File: config.mk
export PLATFORM = sky130hd
export DESIGN_NAME = interrupt_vector_responder_flat
export DESIGN_NICKNAME = d
export VERILOG_FILES = /design/src/rtl/ivt_pkg.sv /design/src/rtl/interrupt_vector_responder_if.sv /design/src/rtl/ivt_table.sv /design/src/rtl/interrupt_vector_responder.sv /design/src/flat_wrapper.sv
export SDC_FILE = /design/constraint.sdc
export NUM_CORES = 1
export LEC_CHECK = 0
export CORE_ASPECT_RATIO = 0.9
export CORE_MARGIN = 4
export CORE_UTILIZATION = 20
export DETAILED_ROUTE_END_ITERATION = 10
export PLACE_DENSITY = 0.81
export SETUP_SLACK_MARGIN = 0.3
export SLEW_MARGIN = 20
export SYNTH_ARGS = -nofsm -noshare
export SYNTH_HDL_FRONTEND = slang
export SYNTH_SLANG_ARGS = --single-unit
File: constraint.sdc
create_clock -name clk -period 1.6 [get_ports clk]
set_clock_uncertainty 0.2 [all_clocks]
set_input_delay 0.16 -clock clk [delete_from_list [all_inputs] [get_ports clk]]
set_output_delay 0.16 -clock clk [all_outputs]
set_load 0.005 [all_outputs]
File: src/rtl/ivt_pkg.sv
// Shared types and helpers for the interrupt vector responder.
// Build option: define IVT_WRITE_EN to make the vector table writable.
package ivt_pkg;

  typedef enum logic [1:0] {
    ST_IDLE = 2'd0,
    ST_WAIT = 2'd1,
    ST_RESP = 2'd2
  } ivt_state_e;

  // Write size encodings, in bytes.
  localparam logic [7:0] SZ_B = 8'd1;
  localparam logic [7:0] SZ_H = 8'd2;
  localparam logic [7:0] SZ_W = 8'd4;

  function automatic logic ivt_size_ok(input logic [7:0] size);
    return (size == SZ_B) || (size == SZ_H) || (size == SZ_W);
  endfunction

  // Low-byte-aligned write data merged over the old entry; unknown sizes keep it.
  function automatic logic [31:0] ivt_merge(input logic [31:0] old_val,
                                            input logic [31:0] data,
                                            input logic [7:0]  size);
    logic [31:0] res;
    res = old_val;
    case (size)
      SZ_B:    res = {old_val[31:8], data[7:0]};
      SZ_H:    res = {old_val[31:16], data[15:0]};
      SZ_W:    res = data;
      default: res = old_val;
    endcase
    return res;
  endfunction

  // Reset value of entry idx: base plus idx strides.
  function automatic logic [31:0] ivt_reset_val(input logic [31:0] base,
                                                input logic [31:0] stride,
                                                input logic [31:0] idx);
    return base + idx * stride;
  endfunction

endpackage

File: src/rtl/interrupt_vector_responder_if.sv
// Request and data-phase channels of the emem port.
// Both channels use valid/ready: a transfer happens on a rising edge where
// valid and ready are both high; the source holds its payload stable while
// valid is high and ready is low, and ready may be high before valid.
interface interrupt_vector_responder_if;
  logic        emem_valid;
  logic        emem_ready;
  logic [31:0] emem_address;
  logic        emem_wr_en;
  logic [31:0] emem_wr_data;
  logic [7:0]  emem_wr_size;
  logic        emem_dp_valid;
  logic        emem_dp_ready;
  logic [31:0] emem_dp_read_data;

  modport master (
    output emem_valid, emem_address, emem_wr_en, emem_wr_data, emem_wr_size,
    output emem_dp_ready,
    input  emem_ready, emem_dp_valid, emem_dp_read_data
  );

  modport slave (
    input  emem_valid, emem_address, emem_wr_en, emem_wr_data, emem_wr_size,
    input  emem_dp_ready,
    output emem_ready, emem_dp_valid, emem_dp_read_data
  );
endinterface

File: src/rtl/ivt_table.sv
// Interrupt vector table: NUM_VEC x 32 entries, one full-word write port
// (data arrives already byte-merged) and a combinational read port.
// Build option: IVT_WRITE_EN builds the writable register array; otherwise
// the table is a constant function of the index.
module ivt_table
  import ivt_pkg::*;
#(
  parameter int          NUM_VEC    = 16,
  parameter int          IW         = 4,
  parameter logic [31:0] RESET_VEC  = 32'h0000_0400,
  parameter logic [31:0] VEC_STRIDE = 32'h0000_0008
) (
  input  logic          clk,
  input  logic          reset,
  input  logic          we,
  input  logic [IW-1:0] wr_idx,
  input  logic [31:0]   wr_data,
  input  logic [IW-1:0] rd_idx,
  output logic [31:0]   rd_data
);

`ifdef IVT_WRITE_EN
  logic [31:0] mem [NUM_VEC];

  // Entries return to their reset values on reset; one write per cycle.
  always_ff @(posedge clk or posedge reset) begin
    if (reset) begin
      for (int i = 0; i < NUM_VEC; i++) begin
        mem[i] <= ivt_reset_val(RESET_VEC, VEC_STRIDE, 32'(i));
      end
    end else if (we) begin
      mem[wr_idx] <= wr_data;
    end
  end

  assign rd_data = mem[rd_idx];
`else
  logic unused_wr;
  assign unused_wr = ^{clk, reset, we, wr_idx, wr_data};

  assign rd_data = (32'(rd_idx) < 32'(NUM_VEC)) ?
                   ivt_reset_val(RESET_VEC, VEC_STRIDE, 32'(rd_idx)) : 32'h0;
`endif

endmodule

File: src/rtl/interrupt_vector_responder.sv
// emem responder: one outstanding request, answered with one data-phase
// beat after LATENCY cycles, served from the interrupt vector table.
// Build option: IVT_WRITE_EN enables table writes; without it writes are
// still accepted and answered with the current entry.
module interrupt_vector_responder
  import ivt_pkg::*;
#(
  parameter logic [31:0] BASE_ADDR  = 32'h0000_0000,
  parameter int          NUM_VEC    = 16,
  parameter int          LATENCY    = 1,
  parameter logic [31:0] RESET_VEC  = 32'h0000_0400,
  parameter logic [31:0] VEC_STRIDE = 32'h0000_0008,
  parameter logic [31:0] MISS_DATA  = 32'h0000_0040
) (
  input  logic                          clk,
  input  logic                          reset,
  interrupt_vector_responder_if.slave   emem,
  output ivt_state_e                    dbg_state
);

  localparam int IW = (NUM_VEC > 1) ? $clog2(NUM_VEC) : 1;

  ivt_state_e    state, state_nxt;
  logic [3:0]    cnt, cnt_nxt;
  logic [31:0]   rsp_data, rsp_nxt;
  logic [31:0]   offset;
  logic          in_range;
  logic          size_ok;
  logic [IW-1:0] idx;
  logic [31:0]   rd_word;
  logic [31:0]   merged;
  logic [31:0]   hit_data;
  logic [31:0]   beat;
  logic          tbl_we;

  // Address decode: word index from BASE_ADDR, no wrap below the base.
  assign offset   = emem.emem_address - BASE_ADDR;
  assign in_range = (emem.emem_address >= BASE_ADDR) && ((offset >> 2) < 32'(NUM_VEC));
  assign idx      = offset[IW+1:2];
  assign size_ok  = ivt_size_ok(emem.emem_wr_size);
  assign merged   = ivt_merge(rd_word, emem.emem_wr_data, emem.emem_wr_size);
  assign tbl_we   = (state == ST_IDLE) && emem.emem_valid && emem.emem_wr_en &&
                    in_range && size_ok;

`ifdef IVT_WRITE_EN
  assign hit_data = (emem.emem_wr_en && size_ok) ? merged : rd_word;
`else
  assign hit_data = rd_word;
`endif
  assign beat = in_range ? hit_data : MISS_DATA;

  ivt_table #(
    .NUM_VEC    (NUM_VEC),
    .IW         (IW),
    .RESET_VEC  (RESET_VEC),
    .VEC_STRIDE (VEC_STRIDE)
  ) u_table (
    .clk     (clk),
    .reset   (reset),
    .we      (tbl_we),
    .wr_idx  (idx),
    .wr_data (merged),
    .rd_idx  (idx),
    .rd_data (rd_word)
  );

  // State, latency counter and response word registers.
  always_ff @(posedge clk or posedge reset) begin
    if (reset) begin
      state    <= ST_IDLE;
      cnt      <= 4'd0;
      rsp_data <= 32'h0;
    end else begin
      state    <= state_nxt;
      cnt      <= cnt_nxt;
      rsp_data <= rsp_nxt;
    end
  end

  // Next state: the beat is computed on the accept edge and held until taken.
  always_comb begin
    state_nxt = state;
    cnt_nxt   = cnt;
    rsp_nxt   = rsp_data;
    case (state)
      ST_IDLE: begin
        if (emem.emem_valid) begin
          rsp_nxt = beat;
          if (LATENCY > 1) begin
            state_nxt = ST_WAIT;
            cnt_nxt   = 4'(LATENCY - 1);
          end else begin
            state_nxt = ST_RESP;
          end
        end
      end
      ST_WAIT: begin
        cnt_nxt = cnt - 4'd1;
        if (cnt <= 4'd1) begin
          state_nxt = ST_RESP;
          cnt_nxt   = 4'd0;
        end
      end
      ST_RESP: begin
        if (emem.emem_dp_ready) begin
          state_nxt = ST_IDLE;
        end
      end
      default: begin
        state_nxt = ST_IDLE;
        cnt_nxt   = 4'd0;
      end
    endcase
  end

  assign emem.emem_ready        = (state == ST_IDLE);
  assign emem.emem_dp_valid     = (state == ST_RESP);
  assign emem.emem_dp_read_data = rsp_data;
  assign dbg_state              = state;

endmodule

File: src/flat_wrapper.sv
// flat-port wrapper written by rule: the top's interface ports become plain ports
module interrupt_vector_responder_flat import ivt_pkg::*;
#(
  parameter logic [31:0] BASE_ADDR  = 32'h0000_0000,
  parameter int          NUM_VEC    = 16,
  parameter int          LATENCY    = 1,
  parameter logic [31:0] RESET_VEC  = 32'h0000_0400,
  parameter logic [31:0] VEC_STRIDE = 32'h0000_0008,
  parameter logic [31:0] MISS_DATA  = 32'h0000_0040
)
  (clk, reset, dbg_state, emem_emem_valid, emem_emem_address, emem_emem_wr_en, emem_emem_wr_data, emem_emem_wr_size, emem_emem_dp_ready, emem_emem_ready, emem_emem_dp_valid, emem_emem_dp_read_data);
  interrupt_vector_responder_if emem_i ();
  input  logic clk;
  input  logic reset;
  output ivt_state_e dbg_state;
  input wire logic [$bits(emem_i.emem_valid)-1:0] emem_emem_valid;
  input wire logic [$bits(emem_i.emem_address)-1:0] emem_emem_address;
  input wire logic [$bits(emem_i.emem_wr_en)-1:0] emem_emem_wr_en;
  input wire logic [$bits(emem_i.emem_wr_data)-1:0] emem_emem_wr_data;
  input wire logic [$bits(emem_i.emem_wr_size)-1:0] emem_emem_wr_size;
  input wire logic [$bits(emem_i.emem_dp_ready)-1:0] emem_emem_dp_ready;
  output wire logic [$bits(emem_i.emem_ready)-1:0] emem_emem_ready;
  output wire logic [$bits(emem_i.emem_dp_valid)-1:0] emem_emem_dp_valid;
  output wire logic [$bits(emem_i.emem_dp_read_data)-1:0] emem_emem_dp_read_data;
  assign emem_i.emem_valid = emem_emem_valid;
  assign emem_i.emem_address = emem_emem_address;
  assign emem_i.emem_wr_en = emem_emem_wr_en;
  assign emem_i.emem_wr_data = emem_emem_wr_data;
  assign emem_i.emem_wr_size = emem_emem_wr_size;
  assign emem_i.emem_dp_ready = emem_emem_dp_ready;
  assign emem_emem_ready = emem_i.emem_ready;
  assign emem_emem_dp_valid = emem_i.emem_dp_valid;
  assign emem_emem_dp_read_data = emem_i.emem_dp_read_data;
  interrupt_vector_responder #(.BASE_ADDR(BASE_ADDR), .NUM_VEC(NUM_VEC), .LATENCY(LATENCY), .RESET_VEC(RESET_VEC), .VEC_STRIDE(VEC_STRIDE), .MISS_DATA(MISS_DATA)) u_core (.clk(clk), .reset(reset), .emem(emem_i), .dbg_state(dbg_state));
endmodule
# Yosys cells after proc, flatten, opt, wreduce, memory -nomap -nowiden
# Cells that the tools add are included.
# W data, S select, Z words.
[word_totals] regBits=38 wordCells=25 out_inout_bits=36 in_bits=77
[op_classes] n_addsub=2 mux=7 n_eq_ne=5 magnitude_cmp=3 reduce_logical=5
[op_table] op="$ge A32 B1 Y1 const B" n=1
[op_table] op="$lt A30 B5 Y1 const B" n=1
[op_table] op="$add A11 B7 Y12 const A" n=1
[op_table] op="$mux W12" n=1
[op_table] op="$pmux W4 S2" n=1
[op_table] op="$mux W2" n=3
[op_table] op="$pmux W2 S3" n=1
[op_table] op="$le A4 B1 Y1 const B" n=1
[op_table] op="$mux W4" n=1
[op_table] op="$ne A2 B2 Y1 const B" n=2
[op_table] op="$sub A4 B1 Y4 const B" n=1
[op_table] op="$reduce_and A3 Y1" n=1
[op_table] op="$eq A2 B1 Y1 const B" n=1
[op_table] op="$eq A2 B2 Y1 const B" n=1
[op_table] op="$logic_not A2 Y1" n=1
[op_table] op="$ne A2 B1 Y1 const B" n=1
[op_table] op="$reduce_and A2 Y1" n=1
[op_table] op="$reduce_or A2 Y1" n=1
[op_table] op="$logic_and A1 B1 Y1" n=1

# Depth between registers and ports, before layout
[depth] word_depth=3 depth_mapped=3 depth_no_buf=3

# Cells and area by module
# From an unflattened synthesis, not the netlist that was laid out.
[unflattened] cells_unflattened=169 area_unflattened_um2=1951.9
[by_module_without_submodules] module="interrupt_vector_responder" n_inst=1 cells_each=135 area_per_inst_um2=1704.1 seq_area_each_um2=825.8
[by_module_without_submodules] module="ivt_table" n_inst=1 cells_each=34 area_per_inst_um2=247.7 seq_area_each_um2=0.0

# Worst setup path before layout
# Ideal clock, no wire load.
[synth_timing] path_type="register -> register" startpoint="register u_core.state[1], in the netlist u_core.dbg_state[1]" endpoint="register u_core.rsp_data[6], in the netlist u_core.emem.emem_dp_read_data[6]" setup_time_ns=0.126 stages_incl_launch_ff=4 synth_period_minus_slack_ns=1.468 required_time_ns=1.274 path_buffers=0 arrival_time_ns=1.142 path_slack_ns=0.132 cell_sequence="dfrtp_1 > nor4b_2 > nand4_2 > o32a_1"
[synth_via] elab_chain_len=2
[synth_lines] item="start, declared" line_no="interrupt_vector_responder.sv:23" text="ivt_state_e state, state_nxt;"
[synth_lines] item="start signal, assigned" line_no="interrupt_vector_responder.sv:74" text="state <= state_nxt;"
[synth_lines] item="$logic_not A2 Y1" line_no="interrupt_vector_responder.sv:85" text="case (state)"
[synth_lines] item="$reduce_and A2 Y1 (no line)"
[synth_lines] item="end signal, assigned" line_no="interrupt_vector_responder.sv:76" text="rsp_data <= rsp_nxt;"
[synth_lines] item="end, declared" line_no="interrupt_vector_responder.sv:25" text="logic [31:0] rsp_data, rsp_nxt;"
# No other way between the ends.
# A chain may end at the register's enable or synchronous reset.

# Worst setup path in the final report
[layout_timing] startpoint="register u_core.state[1], in the netlist u_core.dbg_state[1]" endpoint="output emem_emem_dp_valid"
[layout_via] elab_chain_len=1
[layout_lines] item="$eq A2 B2 Y1" line_no="interrupt_vector_responder.sv:117" text="assign emem.emem_dp_valid = (state == ST_RESP);"
[layout_lines] item="end, declared" line_no="flat_wrapper.sv:23" text="output wire logic [$bits(emem_i.emem_dp_valid)-1:0] emem_emem_dp_valid;"
# No other way between the ends.

==> metrics.yaml <==
run_status:
  status: "finished, final reports clean"
power:
  p_int_uw: 339
  ir_drop_uv: 134
  clock_power_share_pct: 30.0
  switchingPower_uw: 129
  power.leakage_uw: 0.000502
  powerDensity_nw_per_um2: 448
  swShare_pct: 27.5
  p_comb_share_pct: 35.8
  pwr-share-seq_pct: 34.3
detailed_routing:
  post-route-drc-count: 0
  wl_per_cell_um: 11.6
  first_pass_iters: 3
  vias: 540
  drt-total-wl_um: 1770
  drtIter0Drc: 11
  antenna_left: 0
  viasPerCell: 3.55
logic_synthesis:
  synth_top_area_share_pct: 36.8
  synth_cell_types: 15
  synthCells: 62
  synth_area_per_cell_um2: 9.55
  synth.area.top_cells: "buf_4 37%, dfrtp_1 25%, nor4_4 11%"
  synth_area_um2: 592
  yosys.area_share.simple_pct: 29.4
  yosysWarningCount: 0
  ys_seq_elements: 6
  synth.area.mux_share_pct: 0
  synth_compound_area_share_pct: 5.92
  yosys.area.top_type: "buf_4"
  synth_fa_ha_area_share_pct: 0
  synth_xor_area_share_pct: 0
  synth_top_family_by_area: "buffers and inverters"
  seq_area_frac_synth_pct: 25.4
sta:
  maxSlewViolCount: 0
  rsz0062_at_grt: "true"
  fmax_mhz: 705
  fin_setup_tns_ns: 0
  finalHoldViolCount: 0
  fin_crit_sh_pct: 88.7
  fin_crit_ns: 1.42
  setup-violations-final: 0
layout:
  finalNetCount: 191
  stdcell_count: 152
  n_fill_cell: 296
  area_growth_pct: 76.1
  final_util_pct: 37.3
  layout-drive-gt1-share_pct: 17.9
  n_antenna_cell: 0
  regArea_um2: 150
  multiInputGateArea_um2: 345
placement:
  portBuffers: 41
  place.gp.congestion: 0.669
  dpl.hpwl_um: 1510
  dp_cells: 144
clock_network:
  clock-sinks: 6
  numCtsBuffers: 3
  clk_pin_slew_ns: 0.04
  root_buffer: "clkbuf_4"
  ctsHtreeMaxLevel: 1
  cts_buffer_depth: 2
  clk_latency_ns: 0.25
  cts_tree: "built"
floorplan:
  core_um2: 2790
  die_w_um: 65.3
  row_count: 18
  pin_count: 113
  die_h_um: 59.6
  die-area_um2: 3890
  initial_core_util_pct: 21.2
flow_run:
  maxCapViolCount: 0
setup_path:
  cp.required_ns: 1.24
  crit_type: "reg2out"
  crit_arrival_ns: 1.06
  cp_max_fo: 4
  start_kind: "register"
  endpoint_kind: "primary output"
grt:
  grt_max_degree: 7
  grt_usage_pct: 8.27
  grt_pass1_wl_um: 2370
  grt_pass1_vias: 528
  antenna_found_initial: 0
  overflow: 0
hold_path:
  hp-class: "in2reg"
[power by group through the flow]
stage               sequential [µW]  combinational, µW  clock (µW)
floorplan                       163               91.3           0
global placement                163                156           0
detailed placement              164                159           0
CTS                             160                166         140
global route                    160                182         155
finish                          160                167         140
[cells by family (layout without fill, tap and decap cells)]
group	after synthesis	after routing
AOI/OAI and AO/OA	6	6
buffers and inverters	32	55
DFF	6	6
other	1	28
and+or+nand+nor	17	17
[sequential cells by signal, summed over array words and instances, names as in the netlist]
name and flops:
u_core.dbg_state 1, u_core.emem.emem_dp_read_data 5
[through the flow]
step / power (µW) / instance area, µm² / setup WS [ns] / hold WS, ns
3_3_place_gp: 319 / 958 / -0.185 / 0.184
2_1_floorplan: 254 / 693 / 0.132 / -0.249
4_1_cts: 466 / 1020 / 0.146 / 0.239
5_1_grt: 497 / 1040 / 0.139 / 0.112
3_5_place_dp: 323 / 958 / -0.244 / 0.191
6_report: 467 / 1040 / 0.181 / 0.0903
[routing by layer]
| layer | vias to the layer above | global-route usage [%] | routed length, µm |
|---|---|---|---|
| li1 | 257 | - | - |
| met1 | 247 | 6.75 | 488 |
| met2 | 31 | 16.9 | 1070 |
| met3 | 5 | 1.90 | 162 |
| met4 | 0 | 6.21 | 44 |
| met5 | - | 0 | 0 |
[cells in the final DEF (no fill, tap or decap)]
cell type         n
inv_1             3
conb_1           28
o32a_1            1
dfrtp_1           6
dlygate4sd3_1     1
nor4_4            5
nand4_1           3
nor4b_4           1
clkbuf_4          3
clkbuf_2          1
nand2b_1          1
nor4_2            1
clkdlybuf4s50_1  24
nand2_1           4
dlymetal6s2s_1    4
o21ai_0           1
buf_4             7
nand4_2           1
o21ai_1           4
dlygate4sd2_1    12
nand3_2           1
[cell usage after synthesis (all sizes together)]
library cell  number
nor4               6
conb               1
o21ai              5
o32a               1
nand2b             1
buf               29
dfrtp              6
nand3              1
nor4b              1
inv                3
nand4              4
nand2              4
[what timing repair did]
action / CTS / global route
setup endpoints to repair: 13 / 9
hold buffers: 1 / 0
gates resized for setup: 16 / 9
pin swaps: 7 / 6
buffers inserted: 4 / 0
hold endpoints to repair: 6 / 0
[final cells by class]
class	count	area share [%]
clock buffer	3	2.16
tap	40	4.80
timing repair buffer	49	44.4
multi-input combinational	51	33.1
inverter	3	1.08
sequential	6	14.4
[worst paths after layout]
kind	startpoint	slack [ns]	end	depth (start not counted)
max in group asynchronous	reset	0.52	u_core.emem.emem_dp_read_data[5]	3
min in group asynchronous	reset	0.49	u_core.emem.emem_dp_read_data[6]	3
hold reg to reg	u_core.emem.emem_dp_read_data[4]	0.28	u_core.emem.emem_dp_read_data[4]	2
setup / recovery	u_core.dbg_state[1]	0.18	emem_emem_dp_valid	2
hold / removal	emem_emem_address[9]	0.09	u_core.emem.emem_dp_read_data[10]	4
setup reg to reg	u_core.dbg_state[1]	0.21	u_core.emem.emem_dp_read_data[6]	3
[critical path, stage by stage (launching register included)]
cell and delay (ns):
dfrtp_1 0.40, buf_4 0.15, dlygate4sd2_1 0.26
Note: power is estimated with default switching activity, not from simulation.
==> RTL change: new RTL, same flow settings <==
`NUM_VEC` is set to 16 in 3 places; all go to 8.
--- a/src/rtl/ivt_table.sv
+++ b/src/rtl/ivt_table.sv
@@ -5,7 +5,7 @@
 module ivt_table
   import ivt_pkg::*;
 #(
-  parameter int          NUM_VEC    = 16,
+  parameter int          NUM_VEC    = 8,
   parameter int          IW         = 4,
   parameter logic [31:0] RESET_VEC  = 32'h0000_0400,
   parameter logic [31:0] VEC_STRIDE = 32'h0000_0008
--- a/src/rtl/interrupt_vector_responder.sv
+++ b/src/rtl/interrupt_vector_responder.sv
@@ -6,7 +6,7 @@
   import ivt_pkg::*;
 #(
   parameter logic [31:0] BASE_ADDR  = 32'h0000_0000,
-  parameter int          NUM_VEC    = 16,
+  parameter int          NUM_VEC    = 8,
   parameter int          LATENCY    = 1,
   parameter logic [31:0] RESET_VEC  = 32'h0000_0400,
   parameter logic [31:0] VEC_STRIDE = 32'h0000_0008,
--- a/src/flat_wrapper.sv
+++ b/src/flat_wrapper.sv
@@ -2,7 +2,7 @@
 module interrupt_vector_responder_flat import ivt_pkg::*;
 #(
   parameter logic [31:0] BASE_ADDR  = 32'h0000_0000,
-  parameter int          NUM_VEC    = 16,
+  parameter int          NUM_VEC    = 8,
   parameter int          LATENCY    = 1,
   parameter logic [31:0] RESET_VEC  = 32'h0000_0400,
   parameter logic [31:0] VEC_STRIDE = 32'h0000_0008,
Function: changed (a bounded check fails within 4 cycles, from zero or initial values and one cycle with reset high).
==> RTL change against the unedited design <==
Design area increased by 3.6%. Power up 0.74%. Critical path type is now register to register. Sequential cell count did not move. Critical path depth rose by 3. Sequential share of layout area is 0.50 points lower. Core utilization grew 4.6 points. Via count rose by 2.8%. Wire length shrank 3.5%. Synthesized area down 4.9%. Setup slack improved by 0.025 ns. Critical endpoint is now u_core.emem.emem_dp_read_data[5]$_DFFE_PP0P_. Fmax up 1.8%. Largest cell class unchanged.
==> RTL change: results (changes against the unedited design) <==
Detailed Route WL=1710 um (-3.5%); min Tclk post-route=1.39 ns (-0.0253 ns); Final nets=194 (+1.6%); layout sequential cell count=6 (unchanged); Hold Slack=0.138 ns (+0.0482 ns); share of cell area taken by multi-input logic gates=34.1% (+0.93 points); worst reg2reg endpoint=u_core.emem.emem_dp_read_data[5]$_DFFE_PP0P_; total number of vias=555 (+2.8%); top cells by area, synth=buf_4 39%, dfrtp_1 27%, nor4_2 6.7%; Reg power frac=33.9% (-0.4 points); bufs w/o clock=51 (+4.1%); placer congestion estimate=0.695 (+4.0%); DP HPWL=1390 um (-7.9%); nonclk inv count=2 (-1); DRT iter0 DRCs=8 (-3); total track usage=9.52% (+1.2 points); layout cell share with drive strength beyond 1=27.8% (+10 points); hold endpoint=u_core.emem.emem_dp_read_data[6]$_DFFE_PP0P_; met3 Usage GRT=2.86% (+0.97 points); Hold Path Origin=emem_emem_address[28]; global-route wire length before repair=2620 um (+10%); met1 Usage GRT=8.96% (+2.2 points); Signal buf overhead=44.8% (+0.43 points); Sw Ratio=27.2% (-0.29 points); Layout clock area frac=2.09% (-0.075 points); vias in the first global route=609 (+15%); #MultiIn Comb=53 (+3.9%); met2 wire len=962 um (-10%); met3 wire len=174 um (+7.4%); Worst EP arrival=1.34 ns (+0.28 ns); Leak=0.556 nW (+11%); Peak VDD IR=0.181 mV (+35%); pre-CTS setup slack=-0.164 ns (+0.0791 ns); status=complete, no violations
==> RTL change: cell count changes in the layout (fill, tap and decap cells not counted), sizes merged, moves of 2 or more <==
cell | unedited run | this run
clkdlybuf4s50 | 24 | 9
dlygate4sd2 | 12 | 23
o21ai | 5 | 1
o31ai | 0 | 4
nand4 | 4 | 1
buf | 7 | 9
clkdlybuf4s15 | 0 | 2
nand2 | 4 | 6
nand3 | 1 | 3
==> RTL change: critical path, delay by kind of cell, from the launching register on <==
family,cells,cell delay (ns)
flops,1,0.39
buf+inv,2,0.25
simple gates,2,0.24
compound gates,1,0.22
==> RTL change: through the flow <==
step	TNS [ns]	std cells	instance area [um^2]
detailed placement	-0.764	144	937
global placement	-0.593	144	937
global route	0	153	1080
floorplan	0	90	667
CTS	0	151	1020
finish	0	153	1080
==> RTL change: timing repair <==
item | CTS | global route
setup buffers | 3 | 2
endpoints found under the setup margin | 13 | 8
hold buffers | 1 | 0
hold endpoints to repair | 6 | 0
resized for setup | 40 | 19
pin swaps | 12 | 8
